<file path="src/rtl/ram_access_ctrl_pkg.sv">
// rtl/ram_access_ctrl_pkg.sv - funct3 codes, FSM encodings and request checks for ram_access_ctrl
package ram_access_ctrl_pkg;

  // RV32I load/store width codes
  localparam logic [2:0] F3_B  = 3'b000;
  localparam logic [2:0] F3_H  = 3'b001;
  localparam logic [2:0] F3_W  = 3'b010;
  localparam logic [2:0] F3_BU = 3'b100;
  localparam logic [2:0] F3_HU = 3'b101;

  // Controller FSM encodings
  localparam logic [2:0] ST_IDLE    = 3'd0;
  localparam logic [2:0] ST_RD      = 3'd1;
  localparam logic [2:0] ST_RD_CAP  = 3'd2;
  localparam logic [2:0] ST_RMW_RD  = 3'd3;
  localparam logic [2:0] ST_RMW_MRG = 3'd4;
  localparam logic [2:0] ST_WR      = 3'd5;
  localparam logic [2:0] ST_RESP    = 3'd6;
  localparam logic [2:0] ST_ERR     = 3'd7;

  // Unsigned widths exist only for loads; the three unused codes are always illegal
  function automatic logic f3_illegal(input logic we, input logic [2:0] f3);
    logic bad;
    case (f3)
      F3_B, F3_H, F3_W: bad = 1'b0;
      F3_BU, F3_HU:     bad = we;
      default:          bad = 1'b1;
    endcase
    return bad;
  endfunction

  // Halves need even addresses, words need word-aligned addresses
  function automatic logic f3_misaligned(input logic [2:0] f3, input logic [1:0] off);
    logic bad;
    case (f3)
      F3_H, F3_HU: bad = off[0];
      F3_W:        bad = (off != 2'b00);
      default:     bad = 1'b0;
    endcase
    return bad;
  endfunction

endpackage

</file>
<file path="src/rtl/ram_access_ctrl_lane_align.sv">
// rtl/ram_access_ctrl_lane_align.sv - sub-word lane extract/extend for loads and lane merge for stores
module ram_access_ctrl_lane_align
  import ram_access_ctrl_pkg::*;
(
  input  logic [31:0] ram_word,
  input  logic [31:0] wdata,
  input  logic [1:0]  byte_off,
  input  logic [2:0]  funct3,
  output logic [31:0] load_data,
  output logic [31:0] merged_word
);

  logic [31:0] shifted;
  logic [15:0] half;

  // Load path: pick the little-endian lane and sign/zero extend it
  always_comb begin
    shifted = ram_word >> {byte_off, 3'b000};
    half    = byte_off[1] ? ram_word[31:16] : ram_word[15:0];
    case (funct3)
      F3_B:    load_data = {{24{shifted[7]}}, shifted[7:0]};
      F3_BU:   load_data = {24'h0, shifted[7:0]};
      F3_H:    load_data = {{16{half[15]}}, half};
      F3_HU:   load_data = {16'h0, half};
      default: load_data = ram_word;
    endcase
  end

  // Store path: overwrite only the addressed lane of the old word
  always_comb begin
    merged_word = ram_word;
    case (funct3)
      F3_B:    merged_word[{byte_off, 3'b000} +: 8] = wdata[7:0];
      F3_H:    merged_word = byte_off[1] ? {wdata[15:0], ram_word[15:0]}
                                         : {ram_word[31:16], wdata[15:0]};
      F3_W:    merged_word = wdata;
      default: merged_word = ram_word;
    endcase
  end

endmodule

</file>
<file path="src/rtl/ram_access_ctrl.sv">
// rtl/ram_access_ctrl.sv - single-outstanding LSU-to-RAM controller with sub-word read-modify-write
module ram_access_ctrl
  import ram_access_ctrl_pkg::*;
#(
  parameter int ADDR_W = 8
) (
  input  logic              iCLK,
  input  logic              iRST_N,
  input  logic              iREQ_VALID,
  output logic              oREQ_READY,
  input  logic              iREQ_WE,
  input  logic [2:0]        iREQ_FUNCT3,
  input  logic [31:0]       iREQ_ADDR,
  input  logic [31:0]       iREQ_WDATA,
  output logic              oRSP_VALID,
  output logic [31:0]       oRSP_RDATA,
  output logic              oRSP_ERR,
  output logic              oRAM_CE,
  output logic              oRAM_RD,
  output logic              oRAM_WR,
  output logic [ADDR_W-1:0] oRAM_ADDR,
  output logic [31:0]       oRAM_DATA,
  input  logic [31:0]       iRAM_DATA
);

  logic [2:0]        state_q, state_d;
  logic [2:0]        f3_q, f3_d;
  logic [1:0]        off_q, off_d;
  logic [31:0]       wdata_q, wdata_d;
  logic [31:0]       rdata_q, rdata_d;
  logic              ce_q, ce_d, rd_q, rd_d, wr_q, wr_d;
  logic [ADDR_W-1:0] ram_addr_q, ram_addr_d;
  logic [31:0]       ram_data_q, ram_data_d;

  logic              accept;
  logic              req_err;
  logic [31:0]       load_data;
  logic [31:0]       merged_word;

  assign accept  = iREQ_VALID && (state_q == ST_IDLE);
  assign req_err = f3_illegal(iREQ_WE, iREQ_FUNCT3)
                 | f3_misaligned(iREQ_FUNCT3, iREQ_ADDR[1:0])
                 | (|iREQ_ADDR[31:ADDR_W+2]);

  ram_access_ctrl_lane_align u_lane_align (
    .ram_word    (iRAM_DATA),
    .wdata       (wdata_q),
    .byte_off    (off_q),
    .funct3      (f3_q),
    .load_data   (load_data),
    .merged_word (merged_word)
  );

  // Next-state logic; strobes are computed for the state being entered so they come straight from flops
  always_comb begin
    state_d    = state_q;
    f3_d       = f3_q;
    off_d      = off_q;
    wdata_d    = wdata_q;
    rdata_d    = rdata_q;
    ram_addr_d = ram_addr_q;
    ram_data_d = ram_data_q;
    ce_d       = 1'b0;
    rd_d       = 1'b0;
    wr_d       = 1'b0;
    case (state_q)
      ST_IDLE: begin
        if (accept) begin
          f3_d    = iREQ_FUNCT3;
          off_d   = iREQ_ADDR[1:0];
          wdata_d = iREQ_WDATA;
          rdata_d = 32'h0;
          if (req_err) begin
            state_d = ST_ERR;
          end else begin
            ram_addr_d = iREQ_ADDR[ADDR_W+1:2];
            ce_d       = 1'b1;
            if (!iREQ_WE) begin
              state_d = ST_RD;
              rd_d    = 1'b1;
            end else if (iREQ_FUNCT3 == F3_W) begin
              state_d    = ST_WR;
              wr_d       = 1'b1;
              ram_data_d = iREQ_WDATA;
            end else begin
              state_d = ST_RMW_RD;
              rd_d    = 1'b1;
            end
          end
        end
      end
      ST_RD:     state_d = ST_RD_CAP;
      ST_RD_CAP: begin
        rdata_d = load_data;
        state_d = ST_RESP;
      end
      ST_RMW_RD: state_d = ST_RMW_MRG;
      ST_RMW_MRG: begin
        ram_data_d = merged_word;
        ce_d       = 1'b1;
        wr_d       = 1'b1;
        state_d    = ST_WR;
      end
      ST_WR:     state_d = ST_RESP;
      default:   state_d = ST_IDLE;
    endcase
  end

  // State, request and RAM-port registers; reset drops strobes immediately and abandons any access
  always_ff @(posedge iCLK or negedge iRST_N) begin
    if (!iRST_N) begin
      state_q    <= ST_IDLE;
      f3_q       <= 3'h0;
      off_q      <= 2'h0;
      wdata_q    <= 32'h0;
      rdata_q    <= 32'h0;
      ce_q       <= 1'b0;
      rd_q       <= 1'b0;
      wr_q       <= 1'b0;
      ram_addr_q <= '0;
      ram_data_q <= 32'h0;
    end else begin
      state_q    <= state_d;
      f3_q       <= f3_d;
      off_q      <= off_d;
      wdata_q    <= wdata_d;
      rdata_q    <= rdata_d;
      ce_q       <= ce_d;
      rd_q       <= rd_d;
      wr_q       <= wr_d;
      ram_addr_q <= ram_addr_d;
      ram_data_q <= ram_data_d;
    end
  end

  assign oREQ_READY = (state_q == ST_IDLE);
  assign oRSP_VALID = (state_q == ST_RESP) || (state_q == ST_ERR);
  assign oRSP_ERR   = (state_q == ST_ERR);
  assign oRSP_RDATA = rdata_q;
  assign oRAM_CE    = ce_q;
  assign oRAM_RD    = rd_q;
  assign oRAM_WR    = wr_q;
  assign oRAM_ADDR  = ram_addr_q;
  assign oRAM_DATA  = ram_data_q;

endmodule

</file>
<file path="config.mk">
export PLATFORM = sky130hd
export DESIGN_NAME = ram_access_ctrl
export DESIGN_NICKNAME = d
export VERILOG_FILES = /design/src/rtl/ram_access_ctrl_pkg.sv /design/src/rtl/ram_access_ctrl_lane_align.sv /design/src/rtl/ram_access_ctrl.sv
export SDC_FILE = /design/constraint.sdc
export NUM_CORES = 1
export LEC_CHECK = 0
export ABC_CLOCK_PERIOD_IN_PS = 2300
export CAP_MARGIN = 20
export CORE_MARGIN = 8
export CORE_UTILIZATION = 50
export CTS_BUF_LIST = sky130_fd_sc_hd__clkbuf_16
export DETAILED_ROUTE_END_ITERATION = 8
export DONT_BUFFER_PORTS = 1
export PLACE_DENSITY = 0.68
export SLEW_MARGIN = 20
export SYNTH_ARGS = -nofsm -noshare
export SYNTH_HDL_FRONTEND = slang
export SYNTH_SLANG_ARGS = --single-unit
</file>
<file path="constraint.sdc">
create_clock -name iCLK -period 2.3 [get_ports iCLK]
set_input_delay 0.115 -clock iCLK [delete_from_list [all_inputs] [get_ports iCLK]]
set_output_delay 0.115 -clock iCLK [all_outputs]
set_load 0.01 [all_outputs]
</file>
==> results.json, run 1 <==
{
  "syn_area_per_cell_um2": 10.6,
  "wl_per_cell_um": 26.9,
  "ant_nets": 0,
  "antenna_found_initial": 0,
  "synth_common_cells": "115 x dfrtp_1, 64 x mux2_2, 61 x nand2_1",
  "cts_tree": "yes",
  "grt_pass1_vias": 5607,
  "area_growth_pct": 25.1,
  "power.density_nw_per_um2": 1470,
  "seq_power_share_pct": 36.7,
  "p_int_mw": 6.70,
  "period_needed_ns": 2.16,
  "path_cells": "inv_1, ha_1, buf_4, nor4bb_1, buf_4, and2b_2, o21ai_0, a31oi_1, mux2_2",
  "n_fill_cell": 944,
  "power.share.clock_pct": 21.9,
  "synth_ff_type": "dfrtp_1",
  "cts_made_buffers": 17,
  "drv_cap": 0,
  "swShare_pct": 40.6,
  "clock-sinks": 115,
  "routed_wl_um": 22100,
  "worst_setup_path_start_kind": "flop",
  "n_antenna_cell": 0,
  "worst_path_largest_cell_delay_ns": 0.41,
  "num_io_pins": 181,
  "netlist_area_um2": 6140,
  "grt_pass1_wl_um": 34400,
  "clock_latency_ns": 0.42,
  "synth.top_cells.by_area": "dfrtp_1 47%, mux2_2 12%, nand2_1 3.7%",
  "finalPower_mw": 11.3,
  "grt_max_degree": 116,
  "finalHoldViolations": 115,
  "synth_edf_count": 0,
  "clkSlewWorstSetupHoldPaths_ns": 0.05,
  "rrSetupSlack_ns": 0.14,
  "rsz0062_at_grt": "no",
  "crit_slowest_cell": "dfrtp_1",
  "gp_congestion": 0.953,
  "pre_cts_slack_ns": 0.0306,
  "ys_async_sr_fraction_pct": 100,
  "crit_required_ns": 2.59,
  "yosysWarningCount": 0,
  "netSwitchingPower_mw": 4.57,
  "finalSetupTns_ns": 0,
  "die_area_um2": 16100,
  "cts_buffer_depth": 2,
  "power_leakage_nw": 3.24,
  "synth.distinct_cells": 56,
  "htreeDepth": 4,
  "routed-via-count": 5459,
  "period_share_pct": 93.7,
  "finalInstanceArea_um2": 7690,
  "rows": 40,
  "core_region_area_um2": 12000,
  "fin_worst_skew_ns": 0.0105,
  "relSlewSlack_pct": 46.2,
  "gr-total-overflow": 0,
  "cts_root_buf": "clkbuf_16",
  "grt_usage_pct": 27.7,
  "die_height_um": 127,
  "start_util_pct": 51.2,
  "status": "complete, but fails checks",
  "crit_fanout": 8,
  "slew_violations": 0,
  "setup_viol": 0,
  "first_iter_violations": 620,
  "yosysMostFrequentCell": "dfrtp_1",
  "peakVddDrop_uv": 689,
  "yosysSeqAreaShare_pct": 46.8,
  "synth-seq-cells": 115,
  "fin_ws_ns": 0.144,
  "cp_data_arrival_time_ns": 2.45,
  "p_comb_share_pct": 41.4,
  "synthCells": 579,
  "syn-num-nets": 687,
  "min_path_type": "input port to async pin",
  "drc_errors": 0,
  "firstDrtPassIters": 7,
  "place_area_um2": 6330,
  "hpwl_um": 15100,
  "drive_above_1_share_pct": 21.7,
  "cp_common_cell": "buf_4",
  "die_w_um": 127,
  "worst_hold_slack_ns": -0.600,
  "max_freq_mhz": 464,
  "failed_checks": "hold timing",
  "synth_top_cell_by_area": "dfrtp_1",
  "io_buffers": 0,
  "viasPerCell": 6.63,
  "endpoint_kind": "flop",
  "worstMarginPinSlew_ns": 0.808,
  "nets": 772,
  "path_class": "flop to flop",
  "synth.top_cell.area_share_pct": 46.8,
  "ctsHoldBuffers": 78
}
## metrics by stage
stage               hold slack [ns]  utilization [%]  cells
CTS                          -0.613             63.9    824
floorplan                    -0.181                -    579
global placement             -0.175             52.7    714
finish                       -0.600             64.0    824
detailed placement           -0.175             52.7    714
global route                 -0.620             64.0    824
## cell usage in the layout, fill, tap and decap left out, types with 21 or more instances in the layout
master	synthesis	routed
a21oi_1	22	21
a221oi_1	24	24
a31oi_1	22	21
buf_4	1	27
dfrtp_1	115	115
dlygate4sd3_1	0	78
mux2_2	64	64
nand2_1	61	61
nor2_1	48	46
o21ai_0	33	33
## cells by family after synthesis
family | after synthesis | synth area share, %
flip-flops | 115 | 46.8
AND/OR/NAND/NOR | 156 | 11.9
buffers and inverters | 57 | 5.17
AO/OA/AOI/OAI | 172 | 20.1
multiplexers | 74 | 15.0
adder cells (fa/ha/maj) | 5 | 1.02
## worst max-delay path, delay by kind of cell, from the launching register on
kind	cells	cell delay [ns]
buffers and inverters	3	0.48
flip-flops	1	0.41
AND/OR/NAND/NOR	2	0.31
multiplexers	1	0.29
AO/OA/AOI/OAI	2	0.28
adder cells (fa/ha/maj)	1	0.27
## power groups by stage
stage               logic [mW]  clock network, mW  registers [mW]
floorplan                 3.52                  0            3.69
CTS                       4.57               2.50            4.11
global route              5.08               2.59            4.23
finish                    4.67               2.47            4.13
detailed placement        4.42                  0            4.13
global placement          4.30                  0            4.11
## metal layers
metal | routed length (um) | up-vias | GRT usage [%]
met1 | 8940 | 2683 | 35.1
met2 | 10200 | 346 | 42.7
met4 | 728 | 0 | 12.0
met3 | 2240 | 57 | 8.63
li1 | - | 2373 | -
met5 | 0 | - | 0
## flip-flops by register name, summed over array words and instances (netlist names)
register	count
f3_q	3
oRAM_ADDR	8
oRAM_CE	1
oRAM_DATA	32
oRAM_RD	1
oRAM_WR	1
oRSP_RDATA	32
off_q	2
state_q	3
wdata_q	32
## path summary, 6_finish.rpt
path                                    from             to  cells after the start
worst min register to register   wdata_q[22]    wdata_q[22]                      1
min in group iCLK               iRAM_DATA[1]   oRAM_DATA[1]                      2
worst max-delay path                off_q[1]  oRAM_DATA[23]                      9
worst max register to register      off_q[1]  oRAM_DATA[23]                      9
worst min-delay path                  iRST_N   oRAM_DATA[0]                      0
max in group asynchronous             iRST_N  oRSP_RDATA[8]                      0
## layout make-up
cell class                 instances  area, um2  area share [%]
tap                              147        184            2.39
timing repair buffer             107       1020            13.3
multi-input combinational        407       2990            38.9
clock inverter                    15        126            1.64
sequential                       115       2880            37.4
clock buffer                      17        425            5.53
inverter                          16       60.1           0.781
## timing repair
action | in CTS | in global routing
setup buffers | 0 | 0
hold endpoints to repair | 208 | 115
resized for setup | 1 | 2
endpoints found under the setup margin | 1 | 9
(Power assumes the default switching activity.)
==> run 2: changes to the inputs <==
--- a/config.mk
+++ b/config.mk
@@ -5,13 +5,13 @@
 export SDC_FILE = /design/constraint.sdc
 export NUM_CORES = 1
 export LEC_CHECK = 0
-export ABC_CLOCK_PERIOD_IN_PS = 2300
 export CAP_MARGIN = 20
 export CORE_MARGIN = 8
 export CORE_UTILIZATION = 50
 export CTS_BUF_LIST = sky130_fd_sc_hd__clkbuf_16
 export DETAILED_ROUTE_END_ITERATION = 8
 export DONT_BUFFER_PORTS = 1
+export HOLD_SLACK_MARGIN = 0.15
 export PLACE_DENSITY = 0.68
 export SLEW_MARGIN = 20
 export SYNTH_ARGS = -nofsm -noshare
==> run 2 against run 1 <==
Compared with the run above:
- total power increased by 0.35%
- cell count increased by 0.24%
- global-route usage decreased by 0.48 points
- via count increased by 0.95%
- sequential share of layout area decreased by 0.11 points
- setup slack got worse by 0.00090 ns
- the run still ends with hold timing left
- critical path type unchanged
- final area increased by 0.29%
==> results.json, run 2 (synthesized netlist as in run 1, its figures left out) <==
{
  "n_antenna_cell": 0,
  "drv_cap": 0,
  "rows": 40,
  "clock-sinks": 115,
  "crit_start": "off_q[1]",
  "clock_latency_ns": 0.41,
  "p_comb_share_pct": 41.7,
  "peakVddDrop_uv": 687,
  "finalHoldViolations": 115,
  "grt_usage_pct": 27.2,
  "worst_hold_slack_ns": -0.599,
  "crit_slowest_cell": "dfrtp_1",
  "rsz0062_at_grt": "no",
  "first_iter_violations": 700,
  "die_height_um": 127,
  "area_growth_pct": 25.5,
  "crit_fanout": 8,
  "worst_path_largest_cell_delay_ns": 0.41,
  "hpwl_um": 15100,
  "worstMarginPinSlew_ns": 0.793,
  "routed_wl_um": 21900,
  "period_share_pct": 93.8,
  "firstDrtPassIters": 5,
  "power.share.clock_pct": 21.8,
  "die_w_um": 127,
  "nets": 774,
  "drive_above_1_share_pct": 21.8,
  "antenna_found_initial": 3,
  "wl_per_cell_um": 26.5,
  "seq_power_share_pct": 36.5,
  "gr-total-overflow": 0,
  "power_leakage_nw": 3.25,
  "r2r_start": "off_q[1]",
  "grt_pass1_vias": 5616,
  "endpoint_kind": "flop",
  "path_class": "flop to flop",
  "worst_setup_path_start_kind": "flop",
  "final_cell_mix": "115 x dfrtp_1, 80 x dlygate4sd3_1, 64 x mux2_2",
  "start_util_pct": 51.2,
  "min_path_type": "input port to async pin",
  "viasPerCell": 6.67,
  "cts_buffer_depth": 2,
  "slew_violations": 0,
  "finalPower_mw": 11.3,
  "cp_common_cell": "buf_4",
  "power.density_nw_per_um2": 1470,
  "cp_top_family": "buffers and inverters",
  "drc_errors": 0,
  "cts_tree": "yes",
  "max_freq_mhz": 464,
  "crit_cells": 9,
  "htreeDepth": 4,
  "num_io_pins": 181,
  "n_fill_cell": 945,
  "cts_root_buf": "clkbuf_16",
  "swShare_pct": 40.7,
  "netSwitchingPower_mw": 4.61,
  "crit_required_ns": 2.59,
  "relSlewSlack_pct": 47.1,
  "cts_made_buffers": 17,
  "setup_viol": 0,
  "io_buffers": 0,
  "core_region_area_um2": 12000,
  "gp_congestion": 0.953,
  "status": "complete, but fails checks",
  "failed_checks": "hold timing",
  "period_needed_ns": 2.16,
  "final_common_cell": "dfrtp_1",
  "cp_data_arrival_time_ns": 2.45,
  "p_int_mw": 6.70,
  "fin_worst_skew_ns": 0.00886,
  "finalSetupTns_ns": 0,
  "path_cells": "inv_1, ha_1, buf_4, nor4bb_1, buf_4, and2b_2, o21ai_0, a31oi_1, mux2_2",
  "routed-via-count": 5511,
  "r2r_cells": 9,
  "path_buf_inv": 3,
  "post_cts.repair.setup_buffers": 0,
  "grt_pass1_wl_um": 33800,
  "grt_max_degree": 116,
  "clkSlewWorstSetupHoldPaths_ns": 0.05,
  "ant_nets": 0,
  "die_area_um2": 16100
}
[run 2: cell types whose count changed in the layout (fill, tap and decap cells not counted)]
| cell | delta |
|---|---|
| dlygate4sd3_1 | +2 |
| nor2_1 | -1 |
| nor2_2 | +1 |
[run 2: layout make-up]
class | instances | area, um2 | area share (%)
clock buffers | 17 | 425 | 5.52
well taps | 147 | 184 | 2.38
flip-flops and latches | 115 | 2880 | 37.3
clock inverters | 15 | 126 | 1.64
multi-input cells | 407 | 3000 | 38.8
inverters | 16 | 60.1 | 0.779
repair buffers | 109 | 1040 | 13.5
[run 2: metrics by stage]
stage | util [%] | cell area [um2] | hold slack, ns | instances | worst slack, ns
finish | 64.2 | 7710 | -0.599 | 826 | 0.144
global route | 64.2 | 7710 | -0.621 | 826 | 0.0258
CTS | 64.0 | 7680 | -0.613 | 825 | 0.0238
detailed placement | 52.7 | 6330 | -0.175 | 714 | 0.0306
global placement | 52.7 | 6330 | -0.175 | 714 | 0.0951
floorplan | - | 6140 | -0.181 | 579 | 0.0298
[run 2: layer usage]
layer | track usage [%] | up-vias | wire [um]
li1 | - | 2376 | -
met1 | 33.7 | 2725 | 8520
met2 | 42.4 | 354 | 10300
met3 | 9.17 | 50 | 2370
met4 | 11.7 | 6 | 683
met5 | 0 | - | 40
[run 2: path summary, 6_finish.rpt]
kind	to	slack (ns)
setup / recovery	oRAM_DATA[23]	0.14
hold / removal	oRAM_DATA[0]	-0.60
setup reg to reg	oRAM_DATA[23]	0.14
hold reg to reg	wdata_q[17]	0.51
max in group asynchronous	wdata_q[3]	2.64
min in group iCLK	oRAM_DATA[23]	0.16
[run 2: timing repair]
action	CTS	global route
resized for setup	1	3
gates cloned	0	0
endpoints found under the hold margin	226	116
endpoints found under the setup margin	1	9
hold buffers	79	1
[run 2: power groups by stage]
stage	Combinational (mW)	Clock, mW	Sequential (mW)
final	4.72	2.47	4.12
after global routing	5.13	2.59	4.23
after CTS	4.60	2.50	4.11
after detailed placement	4.42	0	4.13
after global placement	4.30	0	4.11
after floorplan	3.52	0	3.69
[run 2: worst register-to-register path, stage by stage, from the launching register on]
cell and delay (ns):
dfrtp_1 0.41, inv_1 0.16, ha_1 0.27, buf_4 0.15
nor4bb_1 0.12, buf_4 0.17, and2b_2 0.19, o21ai_0 0.16
a31oi_1 0.12, mux2_2 0.29
==> run 3: changes to the inputs <==
--- a/config.mk
+++ b/config.mk
@@ -12,7 +12,7 @@
 export DETAILED_ROUTE_END_ITERATION = 8
 export DONT_BUFFER_PORTS = 1
 export HOLD_SLACK_MARGIN = 0.15
-export PLACE_DENSITY = 0.68
+export PLACE_DENSITY = 0.65
 export SLEW_MARGIN = 20
 export SYNTH_ARGS = -nofsm -noshare
 export SYNTH_HDL_FRONTEND = slang
==> constraint.sdc (replaced) <==
create_clock -name iCLK -period 2.2 [get_ports iCLK]
set_input_delay 0.11 -clock iCLK [delete_from_list [all_inputs] [get_ports iCLK]]
set_output_delay 0.11 -clock iCLK [all_outputs]
set_load 0.01 [all_outputs]
==> run 3 against run 2 <==
Compared with the run above:
- the flow still finishes with violations (hold timing)
- final area rose by 1.1%
- non-clock buffer count rose by 2
- clock power rose by 13%
- maximum frequency rose by 2.7%
- die area did not move
- critical endpoint is now oRAM_DATA[5]
==> results.json, run 3 (synthesized netlist as in run 1, its figures left out) <==
{
  "min_path_type": "input port to async pin",
  "period_needed_ns": 2.10,
  "worst_hold_slack_ns": -0.614,
  "drv_cap": 0,
  "hpwl_um": 15000,
  "crit_required_ns": 2.53,
  "worst_setup_path_start_kind": "flop",
  "clock_latency_ns": 0.43,
  "worst_path_largest_cell_delay_ns": 0.52,
  "failed_checks": "hold timing",
  "seq_power_share_pct": 35.9,
  "routed-via-count": 5569,
  "r2r_cells": 5,
  "first_iter_violations": 615,
  "core_region_area_um2": 12000,
  "final_common_cell": "dfrtp_1",
  "routed_wl_um": 22400,
  "grt_pass1_wl_um": 33900,
  "period_share_pct": 95.4,
  "cts_buffer_depth": 2,
  "peakVddDrop_uv": 715,
  "path_class": "flop to flop",
  "grt_usage_pct": 27.6,
  "worstMarginPinSlew_ns": 0.789,
  "drc_errors": 0,
  "crit_fanout": 7,
  "antenna_found_initial": 7,
  "place_area_um2": 6340,
  "cp_top_family": "simple AND/OR/NAND/NOR gates",
  "final_cell_mix": "113 x dfrtp_1, 81 x dlygate4sd3_1, 64 x mux2_2",
  "slew_violations": 0,
  "wl_per_cell_um": 26.9,
  "crit_path_end": "oRAM_DATA[5]",
  "seq_area_um2": 2880,
  "relSlewSlack_pct": 47.4,
  "area_growth_pct": 26.9,
  "multiInputGateArea_um2": 3000,
  "p_comb_share_pct": 41.0,
  "htreeDepth": 4,
  "start_util_pct": 51.2,
  "finalInstanceArea_um2": 7800,
  "setup_viol": 0,
  "rr_endpoint": "oRAM_DATA[5]",
  "viasPerCell": 6.68,
  "status": "complete, but fails checks",
  "gr-total-overflow": 0,
  "rows": 40,
  "cts_root_buf": "clkbuf_16",
  "swShare_pct": 40.8,
  "dp_cells": 714,
  "stdcell_count": 834,
  "max_freq_mhz": 476,
  "fin_util_pct": 64.9,
  "n_fill_cell": 957,
  "clkSlewWorstSetupHoldPaths_ns": 0.06,
  "die_w_um": 127,
  "crit_start": "f3_q[2]",
  "num_io_pins": 181,
  "drive_above_1_share_pct": 22.6,
  "ant_nets": 0,
  "fin_worst_skew_ns": 0.0134,
  "r2r_start": "f3_q[2]",
  "clock-sinks": 115,
  "crit_slowest_cell": "or4_4",
  "die_area_um2": 16100,
  "power.density_nw_per_um2": 1550,
  "crit_cells": 5,
  "cp_data_arrival_time_ns": 2.43,
  "p_int_mw": 7.15,
  "path_cells": "or3_4, or4_4, a21oi_4, a32oi_1, a31oi_1",
  "die_height_um": 127,
  "endpoint_kind": "flop",
  "rsz0062_at_grt": "no",
  "io_buffers": 0,
  "netSwitchingPower_mw": 4.93,
  "cts_tree": "yes",
  "grt_pass1_vias": 5611,
  "grt_max_degree": 116,
  "finalHoldViolations": 115,
  "cts_made_buffers": 17,
  "path_buf_inv": 0,
  "power_leakage_nw": 3.27,
  "gp_congestion": 0.926,
  "power.share.clock_pct": 23.2,
  "firstDrtPassIters": 7,
  "ctsHoldBuffers": 81,
  "nets": 776,
  "rrSetupSlack_ns": 0.10
}
run 3: cell count changes in the layout (fill, tap and decap cells not counted), moves of 2 or more:
cell      before  now
diode_2        0    6
clkinv_2       5    2
inv_1         18   15
dfrtp_2        0    2
dfrtp_1      115  113
clkinv_4       0    3
run 3: worst min-delay path by stage:
| stage | cells after the start | startpoint | slack, ns | end |
|---|---|---|---|---|
| after floorplan | 0 | iRST_N | -0.19 | f3_q[0] |
| after global routing | 0 | iRST_N | -0.63 | oRSP_RDATA[12] |
| after global placement | 0 | iRST_N | -0.18 | oRAM_WR |
| after CTS | 0 | iRST_N | -0.63 | oRAM_DATA[21] |
| after detailed placement | 0 | iRST_N | -0.18 | oRAM_DATA[1] |
| final | 0 | iRST_N | -0.61 | wdata_q[5] |
run 3: worst reg2reg max path, stage by stage (launching register included):
cell and delay (ns):
dfrtp_1 0.47, or3_4 0.47, or4_4 0.52, a21oi_4 0.25, a32oi_1 0.09, a31oi_1 0.20
run 3: layer usage:
metal / share of wire (%) / global-route usage [%] / up-vias
li1: - / - / 2390
met1: 39 / 34.4 / 2740
met2: 45 / 40.3 / 360
met3: 12 / 10.6 / 75
met4: 4.4 / 14.9 / 4
met5: 0.12 / 0 / -
run 3: per-stage QoR:
step	setup TNS (ns)	power, mW	hold slack [ns]	setup slack [ns]
floorplan	0	7.56	-0.186	0.0315
global placement	0	8.79	-0.180	0.000868
detailed placement	-0.00496	8.93	-0.181	-0.00496
CTS	0	11.9	-0.627	0.00405
global route	0	12.7	-0.634	0.0151
finish	0	12.1	-0.614	0.101
run 3: repair_timing:
action,CTS,global route
setup endpoints to repair,1,12
hold endpoints to repair,227,115
pin swaps,0,1
setup buffers,0,1
gates cloned,0,0
gates resized for setup,1,7
run 3: cell type report:
type / count / area share, %
Inverter: 16 / 0.770
Clock buffer: 17 / 5.46
Tap cell: 147 / 2.36
Timing Repair Buffer: 111 / 13.7
Antenna cell: 6 / 0.193
Sequential cell: 115 / 36.9
Multi-Input combinational cell: 407 / 38.5
Clock inverter: 15 / 2.15
run 3: power groups by stage:
| stage | logic [mW] | clock network (mW) | registers, mW |
|---|---|---|---|
| 2_1_floorplan | 3.70 | 0 | 3.86 |
| 3_3_place_gp | 4.49 | 0 | 4.30 |
| 3_5_place_dp | 4.62 | 0 | 4.31 |
| 4_1_cts | 4.81 | 2.82 | 4.30 |
| 5_1_grt | 5.36 | 2.91 | 4.44 |
| 6_report | 4.95 | 2.80 | 4.33 |
